==> config.mk <==
export PLATFORM = sky130hd
export DESIGN_NAME = div_unit
export DESIGN_NICKNAME = d
export VERILOG_FILES = /design/src/rtl/div_unit.sv
export SDC_FILE = /design/constraint.sdc
export NUM_CORES = 1
export LEC_CHECK = 0
export BUFFER_PORTS_ARGS = -buffer_cell sky130_fd_sc_hd__buf_4
export CELL_PAD_IN_SITES_DETAIL_PLACEMENT = 1
export CELL_PAD_IN_SITES_GLOBAL_PLACEMENT = 1
export CORE_ASPECT_RATIO = 1.2
export CORE_MARGIN = 5
export CORE_UTILIZATION = 45
export DETAILED_ROUTE_END_ITERATION = 6
export PLACE_DENSITY_LB_ADDON = 0.12
export SETUP_SLACK_MARGIN = 0.05
export SLEW_MARGIN = 0
export SYNTH_ARGS = -nofsm -noshare
export SYNTH_HDL_FRONTEND = slang
export SYNTH_SLANG_ARGS = --single-unit
==> constraint.sdc <==
create_clock -name clk -period 4 [get_ports clk]
set_input_delay 0.4 -clock clk [delete_from_list [all_inputs] [get_ports clk]]
set_output_delay 0.4 -clock clk [all_outputs]
set_load 0.05 [all_outputs]
==> src/rtl/div_unit.sv <==
// Multi-cycle restoring divider, signed or unsigned, one quotient bit per clock.
// Returns {remainder, quotient}. A zero divisor finishes early with div_zero_o set.
module div_unit #(
    parameter int WIDTH = 32
) (
    input  logic                 clk,
    input  logic                 rst,
    input  logic                 signed_div_i,
    input  logic [WIDTH-1:0]     opdata1_i,
    input  logic [WIDTH-1:0]     opdata2_i,
    input  logic                 start_i,
    input  logic                 annul_i,
    output logic [2*WIDTH-1:0]   result_o,
    output logic                 ready_o,
    output logic                 busy_o,
    output logic                 div_zero_o
);

    localparam int CW = $clog2(WIDTH + 1);

    typedef enum logic [1:0] {FREE, BYZERO, ON, END} state_t;

    state_t              state;
    logic [CW-1:0]       cnt;
    logic [2*WIDTH:0]    work;
    logic [WIDTH-1:0]    divisor;
    logic                neg_quot;
    logic                neg_rem;

    logic [WIDTH-1:0]    op1_abs;
    logic [WIDTH-1:0]    op2_abs;
    logic [2*WIDTH:0]    shifted;
    logic [WIDTH:0]      trial;
    logic [WIDTH-1:0]    quot_fix;
    logic [WIDTH-1:0]    rem_fix;

    // work holds {partial remainder (WIDTH+1 bits), dividend/quotient (WIDTH bits)}
    always_comb begin
        op1_abs  = (signed_div_i && opdata1_i[WIDTH-1]) ? -opdata1_i : opdata1_i;
        op2_abs  = (signed_div_i && opdata2_i[WIDTH-1]) ? -opdata2_i : opdata2_i;
        shifted  = {work[2*WIDTH-1:0], 1'b0};
        trial    = shifted[2*WIDTH:WIDTH] - {1'b0, divisor};
        quot_fix = neg_quot ? -work[WIDTH-1:0] : work[WIDTH-1:0];
        rem_fix  = neg_rem ? -work[2*WIDTH-1:WIDTH] : work[2*WIDTH-1:WIDTH];
    end

    assign busy_o = (state == ON) || (state == BYZERO) ||
                    ((state == FREE) && start_i && !annul_i);

    always_ff @(posedge clk or negedge rst) begin
        if (!rst) begin
            state      <= FREE;
            cnt        <= '0;
            work       <= '0;
            divisor    <= '0;
            neg_quot   <= 1'b0;
            neg_rem    <= 1'b0;
            result_o   <= '0;
            ready_o    <= 1'b0;
            div_zero_o <= 1'b0;
        end else if (annul_i && (state != FREE)) begin
            state      <= FREE;
            cnt        <= '0;
            result_o   <= '0;
            ready_o    <= 1'b0;
            div_zero_o <= 1'b0;
        end else begin
            case (state)
                FREE: begin
                    if (start_i && !annul_i) begin
                        neg_quot <= signed_div_i && (opdata1_i[WIDTH-1] ^ opdata2_i[WIDTH-1]);
                        neg_rem  <= signed_div_i && opdata1_i[WIDTH-1];
                        divisor  <= op2_abs;
                        work     <= {{(WIDTH+1){1'b0}}, op1_abs};
                        cnt      <= '0;
                        state    <= (opdata2_i == '0) ? BYZERO : ON;
                    end
                end
                BYZERO: begin
                    result_o   <= '0;
                    div_zero_o <= 1'b1;
                    ready_o    <= 1'b1;
                    state      <= END;
                end
                ON: begin
                    if (cnt == CW'(WIDTH)) begin
                        result_o   <= {rem_fix, quot_fix};
                        ready_o    <= 1'b1;
                        div_zero_o <= 1'b0;
                        state      <= END;
                    end else begin
                        // Keep the trial subtraction only when it did not go negative
                        if (!trial[WIDTH]) begin
                            work <= {trial, shifted[WIDTH-1:1], 1'b1};
                        end else begin
                            work <= shifted;
                        end
                        cnt <= cnt + 1'b1;
                    end
                end
                END: begin
                    if (!start_i) begin
                        state      <= FREE;
                        result_o   <= '0;
                        ready_o    <= 1'b0;
                        div_zero_o <= 1'b0;
                    end
                end
                default: state <= FREE;
            endcase
        end
    end

endmodule
Yosys cells after proc, flatten, opt, wreduce, memory -nomap -nowiden
Cells that the tools add are included.
{"block": "op_classes", "reduce_logical": 21, "muxes": 29, "n_bitwise": 2, "add_sub_neg": 6, "eq_ne": 10}
{"cell": "64-bit two-way mux", "n": 6}
{"cell": "64-bit one-hot mux with 3 select lines", "n": 1}
{"cell": "32-bit two-way mux", "n": 4}
{"cell": "32-bit negation", "n": 4}
{"cell": "64-bit one-hot mux with 2 select lines", "n": 1}
{"cell": "33-bit by 32-bit subtractor with 33-bit output", "n": 1}
{"cell": "32-bit zero test", "n": 1}
{"cell": "6-bit two-way mux", "n": 3}
{"cell": "6-bit one-hot mux with 2 select lines", "n": 1}
{"cell": "3-bit AND reduction", "n": 4}
{"cell": "2-bit two-way mux", "n": 5}
{"cell": "2-bit one-hot mux with 4 select lines", "n": 1}
{"cell": "1-bit logical AND", "n": 7}
{"cell": "6-bit by 1-bit adder with 6-bit output (second input constant)", "n": 1}
{"cell": "6-bit equality test (second input constant)", "n": 1}
{"cell": "3-bit by 1-bit != test with 1-bit output (second input constant)", "n": 2}
{"cell": "3-bit != test (second input constant)", "n": 2}
{"cell": "1-bit one-hot mux with 3 select lines", "n": 2}
{"cell": "1-bit two-way mux", "n": 5}
{"cell": "2-bit equality test (second input constant)", "n": 2}
{"cell": "4-bit AND reduction", "n": 1}
{"cell": "2-bit nonzero test", "n": 2}
{"cell": "4-bit nonzero test", "n": 1}
{"cell": "3-bit nonzero test", "n": 1}
{"cell": "8 further kinds", "n": 9}
{"block": "word_totals", "ff_bits": 172, "output_inout_bits": 67, "elab_cells": 77}

Logic depth before layout (Yosys ltp)
Gate-level depths: netlist (run 1).
{"block": "logic_depth", "depth_word": 5, "mapped_depth": 13, "mapped_depth_nobuf": 11}

Worst setup path before layout (run 1)
No wires, ideal clock.
{"block": "synth_path", "path_type": "register to register", "startpoint": "register work[36]", "endpoint": "register work[0]", "setup_time_ns": 0.136, "stages_incl_launch_ff": 12, "synth_period_minus_slack_ns": 3.029, "arrival_time_ns": 2.893, "required_time_ns": 3.864, "path_slack_ns": 0.971, "cell_sequence": "dfrtp_1 > ha_1 > a21o_1 > or3_1 > o21ba_2 > o211ai_1 > nand2_1 > o311ai_1 > clkbuf_1 > clkbuf_1 > o21ai_0 > a21boi_0"}
{"block": "synth_via", "elab_chain_cells": 4}
{"element": "start, declared", "line_no": "25", "text": "logic [2*WIDTH:0] work;"}
{"element": "start signal, assigned", "line_no": "74", "text": "work <= {{(WIDTH+1){1'b0}}, op1_abs};"}
{"element": "start signal, assigned", "line_no": "94", "text": "work <= {trial, shifted[WIDTH-1:1], 1'b1};"}
{"element": "start signal, assigned", "line_no": "96", "text": "work <= shifted;"}
{"element": "33-bit by 32-bit subtractor with 33-bit output", "line_no": "42", "text": "trial = shifted[2*WIDTH:WIDTH] - {1'b0, divisor};"}
{"element": "64-bit two-way mux", "line_no": "93", "text": "if (!trial[WIDTH]) begin"}
{"element": "64-bit two-way mux", "line_no": "86", "text": "if (cnt == CW'(WIDTH)) begin"}
{"element": "64-bit one-hot mux with 2 select lines", "line_no": "68", "text": "case (state)"}
Every way passes these cells. The select of a mux whose other input is x is not followed.
A chain may end at the register's enable or synchronous reset.

Worst setup path in the final report (run 1)
{"block": "layout_path", "startpoint": "register work[36]", "endpoint": "register work[47]"}
Same word-level chain as after synthesis.

==> impl_table.tex, run 1 <==
\begin{tabular}{lr}
\hline
Metric & Value \\
\hline
\multicolumn{2}{l}{\textbf{Yosys}} \\
\quad Most instantiated library cell after synthesis & nand2\_1 \\
\quad Yosys warnings & 0 \\
\quad Commonest cells post-synth & nand2\_1 (217), o21ai\_0 (184), dfrtp\_1 (172) \\
\quad Mean cell area of the mapped netlist & 8.26 sq um \\
\quad Cell accounting for the most synthesized area & dfrtp\_1 \\
\quad Post-synth cell types & 65 \\
\quad Fraction of post-synthesis cell area in the top cell type by area & 37.5\% \\
\quad Syn nets & 1500 \\
\quad Post-Syn Instances & 1388 \\
\quad Synth async-reset ratio & 100\% \\
\quad Post-synthesis instance area & 11500 sq um \\
\quad Seq cells post-synth & 172 \\
\quad Register area share after synthesis & 37.5\% \\
\quad Top cells by area in the synthesized netlist & dfrtp\_1 (38\%), o21ai\_0 (8.0\%), xor2\_1 (7.7\%) \\
\quad Dominant register cell in the synthesized netlist & dfrtp\_1 \\
\quad Number of synthesized flops with an enable pin & 0 \\
\multicolumn{2}{l}{\textbf{Power and ir drop}} \\
\quad Reg power frac & 25.2\% \\
\quad Clock share of power & 14.0\% \\
\quad Leakage component of the power & 6.04 nW \\
\quad VDD IR max & 343 uV \\
\quad Net Switching & 6.61 mW \\
\quad Net switching share of the total power & 51.1\% \\
\quad Combinational group share of total power & 60.8\% \\
\quad Pint & 6.33 mW \\
\quad Pwr/cell area & 966 nW/um\^{}2 \\
\multicolumn{2}{l}{\textbf{Status}} \\
\quad Outcome & finished, final reports clean \\
\multicolumn{2}{l}{\textbf{Route}} \\
\quad Detailed Routing Iterations Pass 1 & 4 \\
\quad WL per Instance & 18.4 um \\
\quad Post-Route WL & 33500 um \\
\quad Post-route ant nets & 0 \\
\quad Vias per Instance & 5.69 \\
\quad Vias after detailed routing & 10361 \\
\quad Count of unresolved DRC violations after routing & 0 \\
\quad Starting DRC count in detailed routing & 447 \\
\multicolumn{2}{l}{\textbf{STA}} \\
\quad Final period demand of the worst path & 3.18 ns \\
\quad Tcrit/Tclk final & 79.4\% \\
\quad Count of endpoints failing setup in the final report & 0 \\
\quad Total negative slack & 0 ns \\
\quad Final count of pins violating max slew & 0 \\
\quad Relative slew margins & 33.5\% \\
\quad Largest clock skew in the final design & 0.0114 ns \\
\quad RSZ-0062 raised after global routing & false \\
\quad Final Hold Viols & 0 \\
\quad Maximum clock rate & 315 MHz \\
\quad Least-Margin Pin Slew & 0.997 ns \\
\quad Hold WS & 0.0701 ns \\
\multicolumn{2}{l}{\textbf{Layout}} \\
\quad Layout net count & 1590 \\
\quad Share of post-route cells with drive strength above 1 & 14.0\% \\
\quad Antenna cells & 0 \\
\quad Area growth, synth to finish & 16.9\% \\
\quad Number of fillers in the final layout & 3086 \\
\multicolumn{2}{l}{\textbf{Global route}} \\
\quad Number of global-route vias before repair & 10791 \\
\quad Total GRT Usage & 23.3\% \\
\quad Final global-route overflow total & 0 \\
\quad Number of antenna violations at the first check in global routing & 0 \\
\quad First-pass GRT wire length & 54600 um \\
\quad Maximum number of pins on one net before global-route repair & 97 \\
\multicolumn{2}{l}{\textbf{Floorplanning}} \\
\quad Std cell rows & 64 \\
\quad Number of ports placed on the die boundary & 136 \\
\quad Floorplan Core Area & 25300 sq um \\
\quad Die Height & 185 um \\
\quad Full die area & 28800 sq um \\
\quad DIE WIDTH & 156 um \\
\quad Starting Density & 45.3\% \\
\multicolumn{2}{l}{\textbf{Hold path}} \\
\quad Worst min path class & in2async \\
\multicolumn{2}{l}{\textbf{Clocking}} \\
\quad Clock-pin transition on the worst setup and hold timing paths & 0.07 ns \\
\quad Root buffer cell & clkbuf\_16 \\
\quad Total number of H-tree levels & 4 \\
\quad Gates resized, CTS repair & 0 \\
\quad Cts hold-fix bufs & 0 \\
\quad TritonCTS sink count & 172 \\
\quad TritonCTS clock tree & built \\
\quad Clock Latency Late Sink & 0.44 ns \\
\quad Max Root-Sink Buffers & 2 \\
\quad Setup bufs post-CTS & 0 \\
\quad Number of CTS-inserted buffers & 17 \\
\multicolumn{2}{l}{\textbf{Run}} \\
\quad Max Cap Viol & 0 \\
\multicolumn{2}{l}{\textbf{Worst setup path}} \\
\quad Worst reg-to-reg setup slack & 0.82 ns \\
\quad Maximum fanout along the worst path & 57 \\
\quad Crit Path Class & reg2reg \\
\quad Startpoint class of the critical path & register \\
\quad Worst Path Arrival & 3.47 ns \\
\quad Element type at the critical path end & register \\
\quad Required @ worst endpoint & 4.29 ns \\
\quad Number of cell instances on the worst register-to-register path & 10 \\
\multicolumn{2}{l}{\textbf{Placed design}} \\
\quad PortBufs & 135 \\
\quad Weighted congestion at the end of routability-driven global placement & 0.870 \\
\quad Half-perimeter wire length after detailed placement & 25400 um \\
\hline
\end{tabular}
power groups by stage:
| stage | Combinational (mW) | Clock, mW | Sequential [mW] |
|---|---|---|---|
| final | 7.87 | 1.82 | 3.26 |
| after CTS | 7.95 | 1.85 | 3.26 |
| after floorplan | 5.13 | 0 | 3.74 |
| after global routing | 8.69 | 1.93 | 3.38 |
| after global placement | 7.67 | 0 | 3.24 |
| after detailed placement | 7.89 | 0 | 3.29 |
layout by cell type (no fill, tap or decap), types with 10 or more instances in the layout:
master / count
nand3_1: 33
o41ai_1: 18
ha_1: 41
o21ai_0: 184
mux2i_1: 16
clkbuf_16: 17
xnor2_1: 39
o311ai_0: 20
nor3_1: 22
buf_4: 149
or3_1: 13
nand2b_1: 14
dfrtp_1: 172
inv_1: 58
nand2_1: 217
nor4_1: 13
o31ai_1: 48
xor2_1: 101
a21oi_1: 86
o211ai_1: 10
nor2_1: 75
layer usage:
metal / track usage [%] / part of all wire, %
met5: 0 / 0
met4: 7.46 / 2.2
met3: 3.27 / 3.7
met2: 41.9 / 51
met1: 28.9 / 43
worst max-delay path, stage by stage, from the launching register on:
cell	delay, ns
dfrtp_1	0.47
ha_1	0.39
a21o_1	0.21
or3_1	0.35
o21ba_2	0.24
o211ai_1	0.28
nand2_1	0.17
o311ai_4	0.29
buf_12	0.29
mux2i_1	0.22
o21ai_0	0.10
area by class of cell:
class                   instances  area [sq um]  share of cell area (%)
multi-input cells            1077          6670                    49.8
flip-flops and latches        172          4300                    32.1
repair buffers                151          1150                    8.58
clock buffers                  19           453                    3.38
well taps                     330           413                    3.08
inverters                      59           221                    1.65
clock inverters                13           188                    1.40
state kept, by name, summed over array words and instances, names as in the netlist:
name        cells
neg_rem         1
divisor        32
result_o       64
neg_quot        1
state           2
cnt             6
div_zero_o      1
work           64
ready_o         1
path summary, 6_finish.rpt:
check / startpoint / to
max: work[36] / work[47]
min: rst / work[9]
max reg2reg: work[36] / work[47]
min reg2reg: divisor[26] / divisor[26]
max in group asynchronous: rst / result_o[32]
min in group clk: opdata2_i[15] / divisor[15]
cells by family (layout without fill, tap and decap cells):
| group | Yosys count | after routing | synth area share, % |
|---|---|---|---|
| AO/OA/AOI/OAI | 431 | 431 | 23.2 |
| XOR/XNOR | 140 | 140 | 10.7 |
| adder cells (fa/ha/maj) | 43 | 43 | 4.76 |
| buffers and inverters | 139 | 242 | 4.55 |
| flip-flops | 172 | 172 | 37.5 |
| multiplexers | 16 | 16 | 1.40 |
| AND/OR/NAND/NOR | 447 | 447 | 17.8 |
through the flow:
stage	instance area (sq um)	setup slack (ns)	total power, mW	instances	util (%)
CTS	13400	0.809	13.1	1821	53.0
finish	13400	0.823	12.9	1821	53.0
floorplan	11500	0.971	8.87	1388	-
global placement	12800	0.935	10.9	1789	50.4
global route	13400	0.670	14.0	1821	53.0
detailed placement	12800	0.818	11.2	1789	50.4
No activity file was read; power rests on OpenSTA's default activity.
==> run 2: changes to the inputs <==
Settings changed: CORE_UTILIZATION 45 to 40.
Clock period 4 ns to 2.7 ns, I/O delays scaled along.
==> run 2 against run 1 <==
The flow now finishes with violations (negative setup slack). Maximum frequency up 5.8%. Non-clock buffer count up 163. Via count increased by 9.2%. Routed wire length rose by 21%. Worst setup slack lost 1.1 ns. Worst hold slack better by 0.049 ns. Design area up 17%. Clock power up 42%. Count of clock-buffer cells in the layout fell by 2. Largest power group unchanged.
==> impl_table.tex, run 2 (synthesized netlist as in run 1, its figures left out) <==
\begin{tabular}{lr}
\hline
Metric & Value \\
\hline
\multicolumn{2}{l}{\textbf{Status}} \\
\quad Outcome & complete, but fails checks (was finished, final reports clean) \\
\quad Violations in the final reports & negative setup slack \\
\multicolumn{2}{l}{\textbf{Run}} \\
\quad Max Cap Viol & 0 (unchanged) \\
\multicolumn{2}{l}{\textbf{Layout}} \\
\quad Number of fillers in the final layout & 3366 (was 3086) \\
\quad Most common cell after layout, fill and taps aside & buf\_4 (was nand2\_1) \\
\quad FF/Latch Area & 4310 sq um (was 4300 sq um) \\
\quad Biggest registers after layout & result\_o: 64 flops, work: 64 flops, divisor: 32 flops (unchanged) \\
\quad Antenna cells & 0 (unchanged) \\
\quad Share of post-route cells with drive strength above 1 & 27.8\% (was 14.0\%) \\
\quad Top library cells by usage in the layout, fill and taps aside & buf\_4 (286), nand2\_1 (214), dfrtp\_1 (170), o21ai\_0 (161), xor2\_1 (99) (was nand2\_1 (217), o21ai\_0 (184), dfrtp\_1 (172), buf\_4 (149), xor2\_1 (101)) \\
\quad Post-route standard cell area excluding fillers & 15700 sq um (was 13400 sq um) \\
\quad Area growth, synth to finish & 36.9\% (was 16.9\%) \\
\quad Layout net count & 1753 (was 1590) \\
\quad Area of combinational cells with multiple inputs & 7450 sq um (was 6670 sq um) \\
\multicolumn{2}{l}{\textbf{Route}} \\
\quad Vias per Instance & 5.55 (was 5.69) \\
\quad Post-route ant nets & 0 (unchanged) \\
\quad Count of unresolved DRC violations after routing & 0 (unchanged) \\
\quad Post-Route WL & 40400 um (was 33500 um) \\
\quad WL per Instance & 19.8 um (was 18.4 um) \\
\quad Detailed Routing Iterations Pass 1 & 5 (was 4) \\
\quad Starting DRC count in detailed routing & 580 (was 447) \\
\quad Vias after detailed routing & 11317 (was 10361) \\
\multicolumn{2}{l}{\textbf{Placed design}} \\
\quad Weighted congestion at the end of routability-driven global placement & 0.828 (was 0.870) \\
\quad Placement-stage cell area & 14000 sq um (was 12800 sq um) \\
\quad PortBufs & 135 (unchanged) \\
\quad Half-perimeter wire length after detailed placement & 27800 um (was 25400 um) \\
\quad Pre-CTS worst setup slack & -0.387 ns (was 0.818 ns) \\
\multicolumn{2}{l}{\textbf{Clocking}} \\
\quad Number of CTS-inserted buffers & 17 (unchanged) \\
\quad TritonCTS sink count & 172 (unchanged) \\
\quad Root buffer cell & clkbuf\_16 (unchanged) \\
\quad Clock Latency Late Sink & 0.44 ns (about the same) \\
\quad TritonCTS clock tree & built (unchanged) \\
\quad Clock-pin transition on the worst setup and hold timing paths & 0.07 ns (about the same) \\
\quad Total number of H-tree levels & 4 (unchanged) \\
\quad Max Root-Sink Buffers & 2 (unchanged) \\
\multicolumn{2}{l}{\textbf{Power and ir drop}} \\
\quad VDD IR max & 588 uV (was 343 uV) \\
\quad Pwr/cell area & 1510 nW/um\^{}2 (was 966 nW/um\^{}2) \\
\quad Leakage component of the power & 7.22 nW (was 6.04 nW) \\
\multicolumn{2}{l}{\textbf{Global route}} \\
\quad Number of global-route vias before repair & 11905 (was 10791) \\
\quad Total GRT Usage & 24.7\% (was 23.3\%) \\
\quad Final global-route overflow total & 0 (unchanged) \\
\quad Maximum number of pins on one net before global-route repair & 78 (was 97) \\
\quad Number of antenna violations at the first check in global routing & 1 (was 0) \\
\quad First-pass GRT wire length & 63500 um (was 54600 um) \\
\multicolumn{2}{l}{\textbf{Floorplanning}} \\
\quad Full die area & 32200 sq um (was 28800 sq um) \\
\quad DIE WIDTH & 165 um (was 156 um) \\
\quad Floorplan Core Area & 28500 sq um (was 25300 sq um) \\
\quad Std cell rows & 68 (was 64) \\
\quad Die Height & 195 um (was 185 um) \\
\quad Number of ports placed on the die boundary & 136 (unchanged) \\
\quad Starting Density & 40.2\% (was 45.3\%) \\
\multicolumn{2}{l}{\textbf{Worst setup path}} \\
\quad Crit Path Class & reg2reg (unchanged) \\
\quad CP Launch Point & work[38] (was work[36]) \\
\quad Reg-to-reg critical path endpoint & work[46] (was work[47]) \\
\quad Startpoint class of the critical path & register (unchanged) \\
\quad Worst Path Arrival & 3.29 ns (was 3.47 ns) \\
\quad Critical path, cell by cell & ha\_1 > o21a\_1 > o211ai\_1 > o21ba\_4 > o211ai\_1 > nand2\_1 > o311ai\_4 > buf\_8 > buf\_12 > mux2i\_1 > o21ai\_1 (was ha\_1 > a21o\_1 > or3\_1 > o21ba\_2 > o211ai\_1 > nand2\_1 > o311ai\_4 > buf\_12 > mux2i\_1 > o21ai\_0) \\
\quad Slowest stage delay, CP & 0.47 ns (about the same) \\
\quad Worst setup path endpoint & work[46] (was work[47]) \\
\quad Cell with the most instances on the worst path & o211ai\_1 \\
\quad Worst reg-to-reg setup slack & -0.30 ns (was 0.82 ns) \\
\quad Element type at the critical path end & register (unchanged) \\
\quad Beginning of the worst register-to-register path & work[38] (was work[36]) \\
\quad Number of cell instances on the worst register-to-register path & 11 (was 10) \\
\quad Slowest cell on the critical path & dfrtp\_1 (unchanged) \\
\quad Required @ worst endpoint & 2.99 ns (was 4.29 ns) \\
\quad Maximum fanout along the worst path & 7 (was 57) \\
\multicolumn{2}{l}{\textbf{STA}} \\
\quad Largest clock skew in the final design & 0.00970 ns (was 0.0114 ns) \\
\quad Relative slew margins & 53.2\% (was 33.5\%) \\
\quad Final count of pins violating max slew & 0 (unchanged) \\
\quad Final worst slack & -0.302 ns (was 0.823 ns) \\
\quad Final period demand of the worst path & 3.00 ns (was 3.18 ns) \\
\quad Total negative slack & -8.04 ns (was 0 ns) \\
\quad Least-Margin Pin Slew & 0.703 ns (was 0.997 ns) \\
\quad RSZ-0062 raised after global routing & true (was false) \\
\quad Tcrit/Tclk final & 111\% (was 79.4\%) \\
\quad Count of endpoints failing setup in the final report & 41 (was 0) \\
\quad Final Hold Viols & 0 (unchanged) \\
\quad Maximum clock rate & 333 MHz (was 315 MHz) \\
\multicolumn{2}{l}{\textbf{Hold path}} \\
\quad Worst min path class & in2reg (was in2async) \\
\hline
\end{tabular}
run 2: cell types whose count changed in the layout (fill, tap and decap cells not counted), moves of 6 or more:
cell / previous run / this run
nand3_1: 33 / 12
o21ai_1: 1 / 19
o311ai_1: 0 / 6
nand3_2: 2 / 14
buf_4: 149 / 286
a21oi_1: 86 / 80
buf_6: 1 / 9
o21ai_0: 184 / 161
nand3_4: 0 / 9
o311ai_0: 20 / 1
o311ai_4: 1 / 10
buf_12: 1 / 10
run 2: layout make-up:
class                      count  area share, %
inverter                      59           1.41
multi-input combinational   1077           47.5
sequential                   172           27.4
tap                          385           3.07
clock inverter                14           1.08
clock buffer                  17           2.71
timing repair buffer         314           16.8
run 2: repair_timing:
| item | CTS | global route |
|---|---|---|
| buffers inserted | 16 | 10 |
| resized for setup | 133 | 54 |
| hold endpoints to repair | 64 | 0 |
| pin swaps | 48 | 27 |
| hold buffers | 1 | 0 |
| cloned | 9 | 0 |
| setup endpoints to repair | 45 | 89 |
run 2: report_power, final:
part	switching [mW]	internal, mW
clock	1.12	1.45
combinational	9.76	6.66
sequential	1.02	3.62
run 2: through the flow:
stage,hold slack (ns),instances,total power [mW],utilization [%]
CTS,0.112,2036,22.8,54.4
finish,0.119,2038,23.6,55.1
global placement,0.334,1979,18.3,48.9
global route,0.123,2038,25.2,55.1
floorplan,-0.0256,1388,13.3,-
detailed placement,0.335,1979,18.8,48.9
run 2: worst max-delay path: cells and delay by family (launching register included):
family,cells,cell delay (ns)
multiplexers,1,0.24
AO/OA/AOI/OAI,6,1.26
flip-flops,1,0.47
AND/OR/NAND/NOR,1,0.16
adder cells (fa/ha/maj),1,0.38
buffers and inverters,2,0.35
run 2: how the worst min path moves through the flow:
stage                       end  slack (ns)  cells past startpoint          start
floorplan                cnt[0]       -0.03                      0            rst
global placement        work[9]        0.33                      1            rst
detailed placement  result_o[8]        0.33                      1            rst
CTS                 divisor[12]        0.11                      3  opdata2_i[12]
global route        divisor[12]        0.12                      3  opdata2_i[12]
finish              divisor[23]        0.12                      3  opdata2_i[23]
run 2: metal layers:
| metal | vias to the layer above | global-route usage, % | share of wire, % |
|---|---|---|---|
| met4 | 2 | 9.03 | 3.1 |
| met3 | 68 | 3.27 | 3.6 |
| met1 | 5564 | 30.2 | 42 |
| li1 | 5425 | - | - |
| met5 | - | 0 | 0.032 |
| met2 | 258 | 44.1 | 51 |
